==> config.mk <==
export PLATFORM = sky130hd
export DESIGN_NAME = pbkdf2_digest_collector
export DESIGN_NICKNAME = d
export VERILOG_FILES = /design/src/rtl/pbkdf2_digest_collector.sv
export SDC_FILE = /design/constraint.sdc
export NUM_CORES = 1
export LEC_CHECK = 0
export ABC_AREA = 0
export BUFFER_PORTS_ARGS = -buffer_cell sky130_fd_sc_hd__buf_4
export CORE_ASPECT_RATIO = 2
export CORE_MARGIN = 5
export CORE_UTILIZATION = 55
export CTS_CLUSTER_DIAMETER = 120
export DETAILED_ROUTE_END_ITERATION = 8
export PLACE_DENSITY = 0.75
export SLEW_MARGIN = 40
export SYNTH_ARGS = -nofsm -noshare
export SYNTH_HDL_FRONTEND = slang
export SYNTH_SLANG_ARGS = --single-unit
==> constraint.sdc <==
create_clock -name clk -period 1.41 [get_ports clk]
set_input_delay 0 -clock clk [delete_from_list [all_inputs] [get_ports clk]]
set_output_delay 0 -clock clk [all_outputs]
set_load 0.02 [all_outputs]
==> src/rtl/pbkdf2_digest_collector.sv <==
// Deserializes the pbkdf2_chunk 1-bit result stream into a digest buffer
// and replays it to the host as num_words_p words under valid/yumi.
module pbkdf2_digest_collector #(
    parameter int word_width_p = 32,
    parameter int num_words_p  = 8
) (
    input  logic                    clk,
    input  logic                    reset,
    input  logic                    clear_i,
    input  logic                    bit_v_i,
    input  logic                    bit_i,
    output logic                    ready_o,
    output logic                    v_o,
    output logic [word_width_p-1:0] data_o,
    output logic                    last_o,
    input  logic                    yumi_i
);

    localparam int N  = word_width_p * num_words_p;
    localparam int CW = $clog2(N + 1);
    localparam int IW = (num_words_p > 1) ? $clog2(num_words_p) : 1;

    typedef enum logic {
        FILL,
        DRAIN
    } state_e;

    state_e            state;
    logic [CW-1:0]     cnt;
    logic [IW-1:0]     idx;
    logic [N-1:0]      buffer;
    logic              bit_acc;
    logic              yumi_acc;
    logic              is_last;

    logic [word_width_p-1:0] words [num_words_p];

    assign bit_acc  = bit_v_i & ready_o;
    assign yumi_acc = yumi_i & v_o;
    assign is_last  = (idx == IW'(num_words_p - 1));

    // Word 0 holds the earliest bits, so it sits at the top of the buffer.
    for (genvar g = 0; g < num_words_p; g++) begin : g_words
        assign words[g] = buffer[N-1-g*word_width_p -: word_width_p];
    end

    assign data_o = v_o ? words[idx] : '0;
    assign last_o = v_o & is_last;

    always_ff @(posedge clk) begin
        if (reset || clear_i) begin
            state   <= FILL;
            cnt     <= '0;
            idx     <= '0;
            buffer  <= '0;
            ready_o <= 1'b1;
            v_o     <= 1'b0;
        end else begin
            case (state)
                FILL: begin
                    if (bit_acc) begin
                        buffer <= {buffer[N-2:0], bit_i};
                        if (cnt == CW'(N - 1)) begin
                            state   <= DRAIN;
                            cnt     <= '0;
                            idx     <= '0;
                            ready_o <= 1'b0;
                            v_o     <= 1'b1;
                        end else begin
                            cnt <= cnt + 1'b1;
                        end
                    end
                end
                DRAIN: begin
                    // Buffer is left intact here; the next fill overwrites it.
                    if (yumi_acc) begin
                        if (is_last) begin
                            state   <= FILL;
                            idx     <= '0;
                            ready_o <= 1'b1;
                            v_o     <= 1'b0;
                        end else begin
                            idx <= idx + 1'b1;
                        end
                    end
                end
                default: begin
                    state <= FILL;
                end
            endcase
        end
    end

endmodule

==> results_dict.tcl <==
set metrics [dict create \
    powerDensity_mw_per_mm2 1020 \
    first_global_vias 9611 \
    avgRoutedWirePerCell_um 19.1 \
    drive_gt1_share_pct 24.5 \
    htree_levels 1 \
    synth-simple-area-share_pct 19.4 \
    grt_use_met2_pct 43.5 \
    rsz0062_at_grt "yes" \
    p_sw_uw 3330 \
    outcome "finished with violations" \
    seqPwrFrac_pct 51.3 \
    final_antenna_net_count 0 \
    synth_compound_area_share_pct 12.7 \
    numCtsBuffers 23 \
    syn_area_mm2 0.0116 \
    met3_usage_pct 2.22 \
    grt_use_total_pct 23.0 \
    die_area_mm2 0.0243 \
    drv_slew 0 \
    crit_fanout 7 \
    vias_per_cell 5.94 \
    met1_usage_pct 24.8 \
    finalNetCount 1435 \
    synth_top_area_share_pct 46.8 \
    synth_fp_nets 1354 \
    grt_start_max_net_pins 66 \
    fin_worst_skew_ns 0.0280 \
    clockBufferDepth 3 \
    setup_slack_ns -0.767 \
    violations "setup timing" \
    synth.mux.area_fraction_pct 15.3 \
    place.gp.congestion 0.845 \
    required_ns 1.41 \
    synthTopCellsByArea "dfxtp_1 47%, nand2_1 17%, mux4_2 12%" \
    cap_violations 0 \
    hold_viol 0 \
    synth.avg_cell_area_um2 8.62 \
    setup_viol 50 \
    overflow 0 \
    most-common-layout-cells "517 x nand2_1, 264 x dfxtp_1, 211 x a21oi_1, 85 x buf_4, 64 x mux4_2" \
    insertion_delay_ns 0.53 \
    switching_share_pct 22.3 \
    max_slew.worst_pin.slew_ns 0.493 \
    final_common_cell "nand2_1" \
    ir_drop_mv 0.871 \
    cp-startpoint "idx[1]" \
    clockRootBuffer "clkbuf_16" \
    wl_um 32800 \
    crit_type "reg2out" \
    synth_edf_count 0 \
    arrival_ns 2.18 \
    yosysSeqAreaShare_pct 46.8 \
    finalPower_uw 14900 \
    start_util_pct 55.4 \
    p_leak_uw 0.00457 \
    drtIter0Drc 711 \
    diodes 0 \
    synth_top_cell_by_area "dfxtp_1" \
    endpoint_kind "primary output" \
    place_hpwl_um 18300 \
    drc 0 \
    synthCells 1345 \
    grt_antenna_before_repair 0 \
    hold-path-cell-count 4 \
    p_int_uw 11600 \
    fin_hold_ws_ns 0.312 \
    maxSlewHeadroom_pct 67.1 \
    crit_path_start_kind "flop" \
    r2r_start "idx[1]" \
    power_frac_comb_pct 5.5 \
    ys.flop_type "dfxtp_1" \
    tritoncts "built" \
    busiest_layer "met2" \
    max_freq_mhz 459 \
    hold_class "in2reg" \
    num_rows 75 \
    syn2layout_area_growth_pct 26.1 \
    pin_count 41 \
    async_flop_share_pct 0 \
    tns_ns -23.99 \
    r2r.worst_path.cells 9 \
    portBuffers 40 \
    die_w_um 113 \
    die_h_um 215 \
    synth_top_family_by_area "simple AND/OR/NAND/NOR gates" \
    pwr-share-clk_pct 43.3 \
    core_mm2 0.0209 \
    cts_num_sinks 271 \
    cts.clk_slew.worst_paths_ns 0.07 \
    ys_warn_count 0 \
    synth.distinct_cells 39 \
    final.min_clock_period_ns 2.18 \
    worstHoldStart "bit_i" \
    synth-seq-cells 271 \
    synthAdderAreaFrac_pct 0.324 \
    dr_total_vias 10172 \
    synth_xor_area_share_pct 0.0755 \
    drt_pass1_iterations 5 \
    grt_pass1_wl_um 46600 \
    fillers 1421 \
    fin_crit_sh_pct 154 \
]
[final cells by class]
class / count / area, um2 / share of cell area [%]
Tap cell: 269 / 337 / 2.30
Timing Repair Buffer: 166 / 2160 / 14.8
Sequential cell: 271 / 5440 / 37.2
Clock inverter: 6 / 62.6 / 0.428
Inverter: 5 / 18.8 / 0.128
Multi-Input combinational cell: 959 / 5900 / 40.3
Clock buffer: 36 / 704 / 4.82
[registers in the layout (all words and copies together), names as in the netlist]
signal   count
ready_o      1
v_o          1
cnt          9
state        1
idx          3
buffer     256
[critical path, cell delays in order (launching register included)]
cell	delay [ns]
dfxtp_4	0.43
buf_12	0.16
buf_12	0.13
mux4_2	0.49
mux2i_1	0.20
nor2_1	0.09
buf_4	0.16
[cell families after synthesis]
kind of cell	Yosys count
adders and majority gates	3
xor gates and xnor gates	1
and+or+nand+nor	575
DFF	271
buffers and inverters	115
muxes	97
AOI/OAI and AO/OA	283
[synth_stat cells (5+ instances only)]
cell,number
a21oi_1,265
dfxtp_1,271
inv_1,5
buf_6,6
nand3_1,5
buf_2,44
buf_4,26
mux4_2,64
clkbuf_1,32
nand2_1,519
mux2i_1,33
o31ai_1,5
nor2_1,34
[timing repair]
item / in CTS / in global routing
setup endpoints to repair: 62 / 153
hold buffers: 6 / 0
pin swaps: 6 / 16
resized for setup: 31 / 108
endpoints found under the hold margin: 19 / 0
buffers inserted: 10 / 12
cloned: 4 / 19
[power groups by stage]
stage	Sequential, uW	Combinational [uW]	Clock [uW]
finish	7650	814	6460
global route	7640	844	6870
CTS	7650	574	6540
detailed placement	7830	524	0
global placement	7830	528	0
floorplan	7830	357	0
[metal layers]
| metal | share of wire (%) | wire length, um |
|---|---|---|
| met3 | 4.7 | 1550 |
| met4 | 5.6 | 1840 |
| met2 | 55 | 18200 |
| met1 | 34 | 11200 |
| met5 | 0 | 0 |
[path summary, 6_finish.rpt]
kind | slack [ns] | to
worst max-delay path | -0.77 | data_o[17]
worst min-delay path | 0.31 | buffer[0]
worst min register to register | 0.45 | cnt[8]
worst max register to register | -0.29 | v_o
[through the flow]
step | worst slack [ns] | area (um2) | cells | util (%)
after floorplan | -0.0113 | 11600 | 1345 | -
after global placement | -0.202 | 12500 | 1619 | 59.6
after detailed placement | -0.215 | 12500 | 1619 | 59.6
after CTS | -0.721 | 13600 | 1681 | 65.1
after global routing | -0.838 | 14600 | 1712 | 69.9
final | -0.767 | 14600 | 1712 | 69.9
(Power assumes the default switching activity.)
